===== src/rtl/prog_ctr.sv =====
// Program counter with start/done framing: sequential advance, relative branch,
// absolute jump and halt, plus a saturating retired-instruction counter.
module prog_ctr #(
  parameter int              D          = 12,
  parameter int              CW         = 16,
  parameter logic [D-1:0]    START_ADDR = '0
) (
  input  logic                clk,
  input  logic                rst_n,
  input  logic                start,
  input  logic                stall,
  input  logic                branch_en,
  input  logic                branch_cond,
  input  logic signed [D-1:0] target,
  input  logic                jump_en,
  input  logic [D-1:0]        jump_addr,
  input  logic                halt,
  output logic [D-1:0]        pc,
  output logic                busy,
  output logic                done,
  output logic [CW-1:0]       instr_cnt
);

  typedef enum logic [1:0] {IDLE, RUN, DONE} state_t;

  state_t          state, state_nxt;
  logic [D-1:0]    pc_nxt;
  logic [CW-1:0]   cnt_nxt;

  // Counter sticks at all-ones instead of wrapping back to zero.
  function automatic logic [CW-1:0] sat_inc(input logic [CW-1:0] c);
    if (&c) return c;
    return c + CW'(1);
  endfunction

  // Relative target is two's complement; the D-bit add drops the carry.
  function automatic logic [D-1:0] rel_add(input logic [D-1:0] base,
                                           input logic signed [D-1:0] ofs);
    return base + $unsigned(ofs);
  endfunction

  always_comb begin
    state_nxt = state;
    pc_nxt    = pc;
    cnt_nxt   = instr_cnt;
    case (state)
      IDLE, DONE: begin
        if (start) begin
          pc_nxt    = START_ADDR;
          cnt_nxt   = '0;
          state_nxt = RUN;
        end
      end
      RUN: begin
        if (!stall) begin
          cnt_nxt = sat_inc(instr_cnt);
          if (halt)
            state_nxt = DONE;
          else if (jump_en)
            pc_nxt = jump_addr;
          else if (branch_en && branch_cond)
            pc_nxt = rel_add(pc, target);
          else
            pc_nxt = pc + D'(1);
        end
      end
      default: state_nxt = IDLE;
    endcase
  end

  always_ff @(posedge clk) begin
    if (!rst_n) begin
      state     <= IDLE;
      pc        <= START_ADDR;
      instr_cnt <= '0;
    end else begin
      state     <= state_nxt;
      pc        <= pc_nxt;
      instr_cnt <= cnt_nxt;
    end
  end

  // Status flags decode straight from the state register.
  assign busy = (state == RUN);
  assign done = (state == DONE);

endmodule


===== config.mk =====
export PLATFORM = sky130hd
export DESIGN_NAME = prog_ctr
export DESIGN_NICKNAME = d
export VERILOG_FILES = /design/src/rtl/prog_ctr.sv
export SDC_FILE = /design/constraint.sdc
export NUM_CORES = 1
export LEC_CHECK = 0
export BUFFER_PORTS_ARGS = -buffer_cell sky130_fd_sc_hd__buf_2
export CAP_MARGIN = 20
export CORE_ASPECT_RATIO = 0.9
export CORE_MARGIN = 3
export CORE_UTILIZATION = 41
export CTS_CLUSTER_SIZE = 28
export DETAILED_ROUTE_END_ITERATION = 7
export MAX_ROUTING_LAYER = met4
export PLACE_DENSITY = 0.69
export RECOVER_POWER = 25
export SLEW_MARGIN = 0
export SYNTH_ARGS = -nofsm -noshare
export SYNTH_HDL_FRONTEND = slang
export SYNTH_SLANG_ARGS = --single-unit
export TNS_END_PERCENT = 5

===== constraint.sdc =====
create_clock -name clk -period 2.62 [get_ports clk]
set_input_delay 0.524 -clock clk [delete_from_list [all_inputs] [get_ports clk]]
set_output_delay 0.524 -clock clk [all_outputs]
set_load 0.01 [all_outputs]

==> results.md, run 1 <==
Synth:
- In the synthesized netlist, the number of instances is 263.
- The mapped netlist covers 2200 um2.
- Sorting the synthesized cells by how often they occur yields 30 x sky130_fd_sc_hd__dfxtp_1, 28 x sky130_fd_sc_hd__nor2_1, 20 x sky130_fd_sc_hd__nand2_1.
- By instance count, the leading cell after synthesis is sky130_fd_sc_hd__dfxtp_1.
- After synthesis, the netlist uses 56 different library cells.
- Dividing the synthesized area by the synthesized cell count gives 8.37 um2.
- For this run, the register share of the synthesized area comes to 27.3%.
- The fraction of synthesis flops using an asynchronous set or reset pin is 0%.
- The number of enable flip-flop cells after synthesis is 0.
- The library cell with the largest summed area after synthesis is sky130_fd_sc_hd__dfxtp_1.
- For this run, the number of Yosys warnings is 0.
- The portion of synthesized cell area occupied by the leading cell type is 27.3%.
- The flip-flop and latch count after synthesis is 30.
- The net count after synthesis is 308.
- The dominant synthesized flop cell is sky130_fd_sc_hd__dfxtp_1.
- In the post-synthesis netlist, the biggest area contributors are sky130_fd_sc_hd__dfxtp_1 27%, sky130_fd_sc_hd__ha_1 6.8%, sky130_fd_sc_hd__xnor2_1 6.0%, sky130_fd_sc_hd__a211oi_2 5.1%, sky130_fd_sc_hd__nor2_1 4.8%.

Route:
- In the routed design, unresolved DRC markers number 0.
- The number of iterations in the first detailed-routing pass is 4.
- The per-cell via count in the routed design is 5.59.
- The DRC violation total after the first TritonRoute iteration is 173.
- The total length of routed wires is 5.85 mm.
- The wire length per cell after detailed routing is 15.2 um.
- The final route contains 2157 vias.
- The detail route stage leaves a number of antenna-violating nets equal to 0.

Outcome:
- The run finished with clean final reports.

STA:
- The final count of negative-setup-slack endpoints is 0.
- The share of the clock period used by the worst path after layout is 82.0%.
- At the pin with the least slew margin, the transition time is 0.623 ns.
- For the final database, setup skew stands at 0.00993 ns.
- The worst slew margin relative to its limit is 58.2%.
- The count of final max-slew check failures came to 0.
- The total negative slack for setup checks is 0 ns.
- Subtracting the final worst setup slack from the clock period gives 2.15 ns.
- The number of hold violations in the final report is 0.
- Setup repair after global routing left no endpoint under its margin.
- The achievable clock frequency is 466 MHz.

Layout:
- From synthesis to final layout, the design area changed by 18.1%.
- The layout filler cell count is 511.
- Summing all flip-flop and latch instances after layout gives 601 um2.
- Of the cells placed in the final design, the portion with a size suffix greater than 1 is 23.1%.
- The final layout contains 366 nets.
- For this run, the number of standard cells in the final layout without fillers is 386.
- The number of diodes added for antenna fixing is 0.
- The multi-input combinational cells in the finished layout cover a total of 1500 um2.

Floorplan:
- The initial cell density of the core is 43.9%.
- The die is 75.5 um tall.
- The die covers 6290 um2.
- The overall die width is 83.3 um.
- The initialized floorplan defines 24 standard-cell rows.
- The core region is 5010 um2.
- Pin placement for this block handled 62 I/O pins.

Clock tree:
- The number of H-tree levels is 2.
- The number of buffers added by the clock tree synthesis step is 5.
- Counting along the longest clock path gives a buffer depth of 2.
- Clock-pin slew was measured on the worst setup and hold paths at 0.07 ns.
- TritonCTS built the clock tree.
- Post-CTS repair changed the size of 0 cells.
- Clock tree synthesis selected as its root buffer the cell sky130_fd_sc_hd__clkbuf_8.
- The number of hold buffers added after CTS is 0.
- The later pin in the worst-skew pair is clocked with a latency of 0.27 ns.
- Post-CTS timing repair inserted 0 buffers for setup.
- The clock sink count is 30.

Placement:
- The count of placed standard cells including taps is 379.
- The routability congestion estimate is 0.888.
- The count of buffers added on input and output ports is 61.
- The wire-length estimate of the detail-placed layout is 4.40 mm.

Pwr:
- Per report_power, the clock group accounts for 36.7% of the total.
- The peak supply drop is 0.297 mV.
- The power share of the combinational group is 14.6%.
- The static power due to leakage is 1.07 nW.
- The net switching power is 0.263 mW.
- The power per standard cell area is 370 nW/um2.
- Net switching is 27.3% of the power.
- The internal portion of the total power is 0.700 mW.
- The sequential power share is 48.7%.

Global routing:
- The overall routing resource usage is 19.7%.
- The number of antenna violations at the first check in global routing was 0.
- The first-pass GRT wire length is 9.75 mm.
- Entering global routing, the biggest net connects 15 pins.
- The number of global-route vias before repair is 1960.
- For this run the aggregate overflow at the end of global routing stands at 0.

Worst setup path:
- At the worst endpoint, the arrival time is 2.31 ns.
- In this run the worst path has a maximum fanout of 12.
- The nature of the critical path startpoint is a primary input.
- The largest individual stage delay along the critical path comes from the cell sky130_fd_sc_hd__o311a_1.
- Walking the worst path, the cells encountered are buf_2 -> nand3_1 -> inv_1 -> ha_1 -> a21o_1 -> nand4_1 -> a211oi_1 -> o311a_1 -> or3_1.
- For this run, the slowest stage of the critical path takes 0.33 ns.
- The type of the worst setup path is primary input to flop.
- The required arrival time at the worst endpoint is 2.78 ns.
- The worst setup path is captured at a flop.

Flow run:
- The tool flagged a number of max-cap violations equal to 0.

Min path:
- In this run the worst hold path is classified as primary input to flop.
==> area by class of cell <==
class	count	area share (%)
multi-input cells	211	57.6
flip-flops and latches	30	23.1
repair buffers	64	11.9
well taps	65	3.13
clock buffers	7	2.93
inverters	9	1.30
==> kinds of logic (layout without fill, tap and decap cells) <==
logic type | after synthesis | count (layout) | share of synthesized area, %
fa+ha+maj | 13 | 13 | 7.73
simple gates | 105 | 105 | 25.5
compound gates | 75 | 75 | 27.6
buf+inv | 22 | 80 | 4.66
xor+xnor | 16 | 16 | 6.36
flops | 30 | 30 | 27.3
mux | 2 | 2 | 0.966
==> path summary, 6_finish.rpt <==
kind,end,from,cells after the start,slack (ns)
setup reg to reg,instr_cnt[10],state[0],6,0.58
setup / recovery,pc[11],branch_en,9,0.47
hold / removal,pc[3],jump_addr[3],3,0.51
hold reg to reg,instr_cnt[9],instr_cnt[9],2,0.54
==> power groups by stage <==
stage	Sequential [mW]	Clock, mW	Combinational (mW)
2_1_floorplan	0.480	0	0.0842
3_3_place_gp	0.479	0	0.139
3_5_place_dp	0.479	0	0.140
4_1_cts	0.469	0.360	0.141
5_1_grt	0.470	0.382	0.156
6_report	0.469	0.354	0.140
==> metrics by stage <==
| step | instance area, um2 | hold slack (ns) | setup WS (ns) | util [%] | power [mW] |
|---|---|---|---|---|---|
| after CTS | 2620 | 0.509 | 0.485 | 52.2 | 0.970 |
| after detailed placement | 2540 | 0.524 | 0.197 | 50.7 | 0.619 |
| after floorplan | 2200 | 0.543 | 0.230 | - | 0.564 |
| after global placement | 2540 | 0.515 | 0.238 | 50.7 | 0.618 |
| final | 2600 | 0.510 | 0.473 | 51.9 | 0.963 |
| after global routing | 2600 | 0.527 | 0.325 | 51.9 | 1.01 |
==> per-layer routing <==
layer | up-vias | track usage (%) | wire, um
met5 | - | - | 0
met4 | 0 | 2.90 | 25
met3 | 2 | 3.14 | 191
li1 | 1093 | - | -
met2 | 50 | 29.8 | 2510
met1 | 1012 | 28.2 | 3120
==> cells in the final DEF (no fill, tap or decap), drive strengths merged, types with 4 or more instances in the layout <==
master,Yosys,final
and4,6,6
nand2,20,20
nor3,8,8
buf,6,50
o21ai,8,8
xnor2,15,15
nand3b,4,4
nor2,29,29
nand3,10,10
inv,9,9
and3,11,11
dfxtp,30,30
clkbuf,7,21
ha,12,12
o21a,6,6
a211oi,12,12
a21oi,17,17
a22oi,6,6
==> flip-flops by register name, summed over array words and instances (netlist names) <==
register   cells
state          2
instr_cnt     16
pc            12
==> worst max-delay path: cells and delay by family <==
kind	cells	cell delay, ns
AO/OA/AOI/OAI	3	0.65
AND/OR/NAND/NOR	3	0.63
buffers and inverters	2	0.28
adder cells (fa/ha/maj)	1	0.22
Power figures use the tool's default switching activity.
==> run 2, diff against run 1 <==
--- a/config.mk
+++ b/config.mk
@@ -5,6 +5,7 @@
 export SDC_FILE = /design/constraint.sdc
 export NUM_CORES = 1
 export LEC_CHECK = 0
+export ABC_AREA = 1
 export BUFFER_PORTS_ARGS = -buffer_cell sky130_fd_sc_hd__buf_2
 export CAP_MARGIN = 20
 export CORE_ASPECT_RATIO = 0.9
==> constraint.sdc (replaced) <==
create_clock -name clk -period 2 [get_ports clk]
set_input_delay 0.4 -clock clk [delete_from_list [all_inputs] [get_ports clk]]
set_output_delay 0.4 -clock clk [all_outputs]
set_load 0.01 [all_outputs]
==> run 2 against run 1 <==
Clock power grew 47%. Critical path type unchanged. Sequential power grew 36%. Die area grew 6.9%. Design area grew 15%. Synthesized cell count grew 51%. Worst hold slack lost 0.092 ns. Core utilization grew 3.3 points. Highest routed layer unchanged. Non-clock buffer count grew 24. Largest power group unchanged. Clock skew shrank 0.0047 ns. Register-to-register slack lost 0.38 ns. Setup slack lost 0.31 ns.
==> results.md, run 2 <==
Outcome:
- The run finished with clean final reports.

STA:
- Derived from the worst setup path, the maximum achievable clock frequency is 546 MHz.
- Setup slack on the critical path of the routed design comes to 0.167 ns.
- On the final layout, the worst clock skew is 0.00525 ns.
- The worst slew margin relative to its limit is 62.5%.
- Setup violations remaining at the end of the flow were counted as 0.
- The number of hold violations in the final report is 0.
- The count of final max-slew check failures was 0.
- For the pin with the worst max-slew slack, the measured transition is 0.558 ns.
- After layout, the minimum clock period comes to 1.83 ns.
- The share of the clock period used by the worst path after layout is 91.6%.
- Setup repair after global routing left no endpoint under its margin.

Floorplan:
- The initial cell density of the core is 43.7%.
- The floorplan has 25 rows.
- Measured along the x axis, the die boundary spans 86.1 um.
- Pin placement for this block handled 62 I/O pins.
- The die covers 6720 um2.
- The core region is 5410 um2.
- The overall die height is 78.1 um.

Pwr:
- The peak supply drop is 0.417 mV.
- Power spread over the standard cell area amounts to 510 nW/um2.
- The analysis attributes to cell leakage a power of 1.47 nW.

Route:
- The met2 wire length is 2.82 mm.
- The met3 wire length is 471 um.
- The final routed DRC violation total is 0.
- The detailed router used layers up to and including met4.
- The DRC violation total after the first TritonRoute iteration is 137.
- The first TritonRoute pass finished after 5 iterations.
- Dividing the detail-routed wire length by the instance count gives 12.6 um.
- After detailed routing, the total wire length is 6.94 mm.
- The met1 wire length is 3.60 mm.
- The number of nets with antenna violations after routing is 0.
- After detailed routing, the number of vias per cell comes to 4.96.
- The final route contains 2729 vias.

Worst setup path:
- The stage delay of the slowest cell on the critical path is 0.35 ns.
- The arrival time at the worst endpoint is 2.05 ns.
- The gate family responsible for the most delay along the worst path is simple AND/OR/NAND/NOR gates.
- In this run the critical register-to-register path is launched from pc[0].
- In this run the number of cells on the critical path is 14.
- Data on the critical path is required at its endpoint by 2.21 ns.
- The most common cell type on the critical path is sky130_fd_sc_hd__nand2_1.
- The nature of the critical path startpoint is a primary input.
- The critical path goes through buf_2 -> nand2_1 -> or2_2 -> ha_2 -> inv_1 -> fa_2 -> inv_1 -> nand3_1 -> nand3_2 -> nand2_1 -> a21o_1 -> nand3_1 -> nand2_1 -> a21oi_1.
- In this run the critical register-to-register path is captured at pc[8].
- The peak fanout along the critical path is 3.
- The critical path endpoint category is a flop.
- The standard cell with the maximum stage delay on the critical path is sky130_fd_sc_hd__fa_2.
- Counting both buffers and inverters, the worst setup path holds a total of 3.
- The worst register-to-register path has a setup slack of 0.20 ns.
- The worst register-to-register path has a depth of 11.
- The critical path is of the primary input to flop type.

Layout:
- From synthesis to final layout, the design area changed by 26.3%.
- Of the cells placed in the final design, the portion with a size suffix greater than 1 is 18.8%.
- The commonest non-fill, non-tap cell in the layout is sky130_fd_sc_hd__nand2_1.
- In the layout the commonest cells are 113 x sky130_fd_sc_hd__nand2_1, 65 x sky130_fd_sc_hd__nor2_1, 51 x sky130_fd_sc_hd__inv_1, 46 x sky130_fd_sc_hd__buf_2, 33 x sky130_fd_sc_hd__a21oi_1.
- The largest registers in the layout are instr_cnt: 16 flops, pc: 12 flops, state: 2 flops.
- Summing all non-filler instances in the final layout gives an area of 2990 um2.
- The number of nets in the finished design is 527.
- The number of flip-flops under the largest register name is 16.
- More flip-flops sit in one register than any other, and that register is instr_cnt.
- The number of diodes added for antenna fixing is 0.

Global routing:
- The first global-routing pass estimated 12.0 mm of wire.
- The number of antenna violations at the first check in global routing came to 0.
- The number of global-route vias before repair is 2643.
- Global routing used 22.6% of the available tracks across all layers.
- Entering global routing, the biggest net connects 19 pins.
- The total overflow left after global routing is 0.

Synth:
- The net count after synthesis is 441.
- In the synthesized netlist, the number of instances is 396.
- The total of warnings raised by yosys is 0.
- The portion of synthesized cell area occupied by the leading cell type is 25.4%.
- The number of different library cells used by synthesis comes to 28.
- Yosys mapped a number of flops with a built-in enable equal to 0.
- The flip-flop and latch count after synthesis is 30.
- The most common cell in the synthesized netlist is sky130_fd_sc_hd__nand2_1.
- The dominant synthesized flop cell is sky130_fd_sc_hd__dfxtp_1.
- For this run, the register share of the synthesized area comes to 25.4%.
- The netlist area before placement is 2370 um2.
- The library cell with the largest summed area after synthesis is sky130_fd_sc_hd__dfxtp_1.
- Ranked by instance count, the synthesized netlist is headed by 113 x sky130_fd_sc_hd__nand2_1, 65 x sky130_fd_sc_hd__nor2_1, 51 x sky130_fd_sc_hd__inv_1.
- By area the synthesized netlist is led by sky130_fd_sc_hd__dfxtp_1 25%, sky130_fd_sc_hd__nand2_1 18%, sky130_fd_sc_hd__nor2_1 10%, sky130_fd_sc_hd__inv_1 8.1%, sky130_fd_sc_hd__a21oi_1 7.0%.
- The mean instance size in the synthesized netlist is 5.97 um2.
- The fraction of synthesis flops using an asynchronous set or reset pin is 0%.

Clock tree:
- The source-to-sink clock delay at the later pin of the worst-skew pair is 0.28 ns.
- The number of hold buffers added after CTS is 0.
- Buffers added to address setup during post-CTS repair amount to 0.
- TritonCTS built the clock tree.
- The number of H-tree levels is 2.
- The clock sink count is 30.
- The number of buffers added by the clock tree synthesis step is 5.
- Post-CTS repair changed the size of 0 cells.
- The cell at the root of the clock tree is sky130_fd_sc_hd__clkbuf_8.
- After clock tree synthesis, the clock-pin slew on the worst setup and hold paths is 0.07 ns.
- The number of buffers between clock root and the deepest sink is 2.

Placement:
- The pre-CTS setup slack is -0.120 ns.
- The congestion estimate from routability-driven global placement came to 0.933.
- Buffers placed on the I/O ports in this run total 61.
- The cell area after placement is 2920 um2.
- The placed wire-length estimate after detailed placement is 5.40 mm.

Min path:
- The hold path startpoint is rst_n.
- The min-delay analysis places its worst path in the category primary input to flop.
- Counting instances, the worst hold path has a depth of 3.
- The terminating pin of the worst hold path is pc[1].

Flow run:
- The number of max-cap violations is 0.
run 2: cell count changes after synthesis, sizes merged, moves of 13 or more:
cell / delta
nor2: +37
inv: +45
nand2: +94
xnor2: -13
a21oi: +16
nand3: +22
run 2: power by group:
group	total [mW]	switching, mW	internal [mW]
Combinational	0.364	0.224	0.140
Clock	0.522	0.244	0.278
Sequential	0.637	0.0214	0.616
run 2: how the worst max path moves through the flow:
stage             end  slack, ns  startpoint
2_1_floorplan   pc[8]       0.01   branch_en
3_3_place_gp    pc[9]      -0.04   branch_en
3_5_place_dp    pc[8]      -0.12   branch_en
4_1_cts         pc[8]       0.17   branch_en
5_1_grt        pc[11]       0.02   branch_en
6_report        pc[8]       0.17   branch_en
run 2: layout make-up:
| class | instances | area [um2] |
|---|---|---|
| fill | 571 | 2420 |
| clock buffer | 7 | 86.3 |
| clock inverter | 1 | 5.00 |
| inverter | 55 | 206 |
| sequential | 30 | 601 |
| tap | 67 | 83.8 |
| timing repair buffer | 88 | 489 |
| multi-input combinational | 302 | 1520 |
run 2: tightest hold or removal path, delay by kind of cell:
kind / cells / cell delay [ns]
AO/OA/AOI/OAI: 2 / 0.13
buffers and inverters: 1 / 0.12
run 2: layer usage:
metal,vias up,GRT usage (%)
met5,-,-
met4,0,5.22
met3,7,3.67
met2,88,32.7
met1,1202,32.8
li1,1432,-
run 2: logic make-up (layout without fill, tap and decap cells):
group	after synthesis	in the layout	synth area share, %
adder cells (fa/ha/maj)	13	13	7.19
XOR/XNOR	13	13	4.81
flip-flops	30	30	25.4
AO/OA/AOI/OAI	47	47	10.8
AND/OR/NAND/NOR	229	229	40.9
buffers and inverters	64	151	10.9
run 2: per-stage QoR:
stage / cells / hold WS, ns / utilization, % / power, mW / TNS, ns
3_5_place_dp: 542 / 0.479 / 53.9 / 1.01 / -0.559
6_report: 550 / 0.418 / 55.2 / 1.52 / 0
4_1_cts: 550 / 0.409 / 55.6 / 1.53 / 0
2_1_floorplan: 396 / 0.503 / - / 0.872 / 0
3_3_place_gp: 542 / 0.474 / 53.9 / 1.01 / -0.122
5_1_grt: 550 / 0.424 / 55.2 / 1.61 / 0
==> run 3, diff against run 2 <==
--- a/config.mk
+++ b/config.mk
@@ -9,7 +9,7 @@
 export BUFFER_PORTS_ARGS = -buffer_cell sky130_fd_sc_hd__buf_2
 export CAP_MARGIN = 20
 export CORE_ASPECT_RATIO = 0.9
-export CORE_MARGIN = 3
+export CORE_MARGIN = 2
 export CORE_UTILIZATION = 41
 export CTS_CLUSTER_SIZE = 28
 export DETAILED_ROUTE_END_ITERATION = 7
==> run 3 against run 2 <==
Die area decreased by 4.8%. Global-route usage decreased by 1.2 points. Critical path type unchanged. First-iteration DRC count decreased by 0.73%. Largest power group unchanged. Clock skew fell by 0.0020 ns. Flip-flop and latch count unchanged. Combinational power is 5% higher. Design area increased by 0.21%. Critical path depth is the same. Worst hold slack improved by 0.010 ns.
==> results.md, run 3 (same netlist as run 2, synthesis figures left out) <==
Worst setup path:
- The worst setup path is of the primary input to flop kind.
- On the critical path, the stage with the largest delay is an instance of sky130_fd_sc_hd__fa_2.
- The stage delay of the slowest cell on the critical path is 0.35 ns.
- The critical path endpoint category is a flop.
- The signal on the critical path passes through buf_2 -> nand2_1 -> or2_2 -> ha_2 -> inv_1 -> fa_2 -> inv_1 -> nand3_1 -> nand3_2 -> nand2_1 -> a21o_1 -> nand3_1 -> nand2_1 -> a21oi_1.
- Setup slack on the worst reg-to-reg path comes out at 0.20 ns.
- For the worst flop-to-flop path, the logic depth is 9.
- In this run the worst path has a maximum fanout of 3.
- The worst setup path is launched from a primary input.
- The arrival time at the worst endpoint is 2.01 ns.
- The most common cell type on the critical path is sky130_fd_sc_hd__nand2_1.
- The required arrival time at the worst endpoint is 2.21 ns.

Route:
- In the routed design, unresolved DRC markers number 0.
- The per-cell via count in the routed design is 4.91.
- The number of nets with antenna violations after routing is 0.
- The via total after detailed routing is 2702.
- The wire length per cell after detailed routing is 12.1 um.
- The DRC violation total after the first TritonRoute iteration is 136.
- The total length of routed wires is 6.68 mm.
- The number of iterations in the first detailed-routing pass is 4.

Clock tree:
- The clock sink count is 30.
- The H-tree was split into 2 levels.
- Clock tree synthesis inserted a total of 5 buffers.
- The number of hold buffers added after CTS is 0.
- TritonCTS built the clock tree.
- The source-to-sink clock delay at the later pin of the worst-skew pair is 0.28 ns.
- Gates resized during post-CTS repair numbered 0.
- The cell at the root of the clock tree is sky130_fd_sc_hd__clkbuf_8.
- No sink is reached through more buffers than the 2 on the longest clock path.
- The clock transition time at the flip-flop clock pins of the worst setup and hold paths is 0.07 ns.

Placement:
- The count of buffers added on input and output ports is 61.
- Once detailed placement completed, the half-perimeter wirelength came to 5.09 mm.
- The routability congestion estimate is 0.936.

Layout:
- The repair_antennas step left the layout with diodes totalling 0.
- The library cell used most frequently in the layout, excluding fill and tap cells, is sky130_fd_sc_hd__nand2_1.
- The area overhead of the layout relative to synthesis is 26.5%.
- The layout filler cell count is 602.
- The register with the most flip-flops in the layout has 16 of them.
- In the final design database the tool counted 524 nets.
- Cells with a size suffix above 1 make up 18.3% of the layout.
- The register with the most flip-flops is instr_cnt.
- In the layout the commonest cells are 113 x sky130_fd_sc_hd__nand2_1, 65 x sky130_fd_sc_hd__nor2_1, 51 x sky130_fd_sc_hd__inv_1, 46 x sky130_fd_sc_hd__buf_2, 33 x sky130_fd_sc_hd__a21oi_1.
- In the final layout, the registers with the most flip-flops are instr_cnt: 16 flops, pc: 12 flops, state: 2 flops.

Pwr:
- The power per standard cell area is 515 nW/um2.
- The peak supply drop is 0.226 mV.
- The sum of internal, switching and leakage power is 1.54 mW.
- The static power due to leakage is 1.46 nW.

STA:
- Clock skew on the completed layout was measured at 0.00328 ns.
- The post-layout minimum cycle time is 1.80 ns.
- The final count of negative-setup-slack endpoints is 0.
- The number of hold violations in the final report is 0.
- After layout, the worst path uses 90.2% of the clock period.
- Final hold analysis gives a worst-case slack of 0.428 ns.
- Timing would allow up to 554 MHz.
- Setup repair after global routing left no endpoint under its margin.
- For the pin with the worst max-slew slack, the measured transition is 0.561 ns.
- The worst slew margin relative to its limit is 62.3%.
- The count of final max-slew check failures is 0.

Floorplan:
- The initial utilization of the core area, before any placement, comes to 42.0%.
- The number of rows in the core area is 26.
- 62 I/O pins were placed.
- The overall die height is 76.1 um.
- The die is 84.1 um wide.
- The floorplan step defined a die boundary enclosing 6400 um2.
- The core region is 5630 um2.

Global routing:
- The number of antenna violations at the first check in global routing is 0.
- The pin count of the biggest net entering global routing is 20.
- The number of global-route vias before repair is 2355.
- In the global route stage, overall resource usage came out at 21.4%.
- The final global-route overflow total is 0.
- The first-pass GRT wire length is 10.9 mm.

Min path:
- The worst hold path stage count is 3.
- The tightest min-delay check is of the primary input to flop type.

Outcome:
- The flow ran to the end, and the final reports show no timing, DRC or antenna violations.

Flow run:
- Max-cap violations in this run came to 0.
-- run 3: repair_timing --
item / in CTS / in global routing
hold endpoints to repair: 0 / 0
setup buffers: 0 / 2
setup endpoints to repair: 0 / 2
-- run 3: final cells by class --
type / count / area, um2 / area share, %
clock inverters: 1 / 5.00 / 0.167
well taps: 70 / 87.6 / 2.93
inverters: 55 / 206 / 6.90
flip-flops and latches: 30 / 601 / 20.1
clock buffers: 7 / 86.3 / 2.88
repair buffers: 85 / 492 / 16.4
multi-input cells: 302 / 1520 / 50.6
-- run 3: routing by layer --
layer	part of all wire, %	wire (um)	global-route usage, %	vias up
met4	0.99	66	6.94	0
met1	52	3490	31.2	1198
met5	0	0	-	-
li1	-	-	-	1420
met3	6.5	431	3.36	6
met2	40	2690	30.0	78
-- run 3: where the power goes --
group / internal [mW] / switching, mW / total (mW) / leakage, nW
logic: 0.157 / 0.225 / 0.383 / 1.17
registers: 0.616 / 0.0197 / 0.635 / 0.243
clock network: 0.278 / 0.247 / 0.525 / 0.0482
-- run 3: worst paths after layout --
check | from | endpoint
setup / recovery | branch_en | pc[8]
hold / removal | stall | state[0]
setup reg to reg | instr_cnt[0] | instr_cnt[15]
hold reg to reg | pc[10] | pc[10]
-- run 3: through the flow --
stage          TNS, ns  setup WS (ns)  util (%)  std cells  cell area, um2
3_3_place_gp    -0.112        -0.0410      51.2        540            2880
3_5_place_dp    -0.473        -0.0871      51.2        540            2880
2_1_floorplan        0         0.0119         -        396            2390
6_report             0          0.197      53.2        550            2990
4_1_cts              0          0.126      52.8        548            2970
5_1_grt              0         0.0203      53.2        550            2990
-- run 3: critical path, delay by kind of cell --
kind            cells  cell delay [ns]
simple gates        7             0.58
fa+ha+maj           2             0.52
compound gates      2             0.28
buf+inv             3             0.23
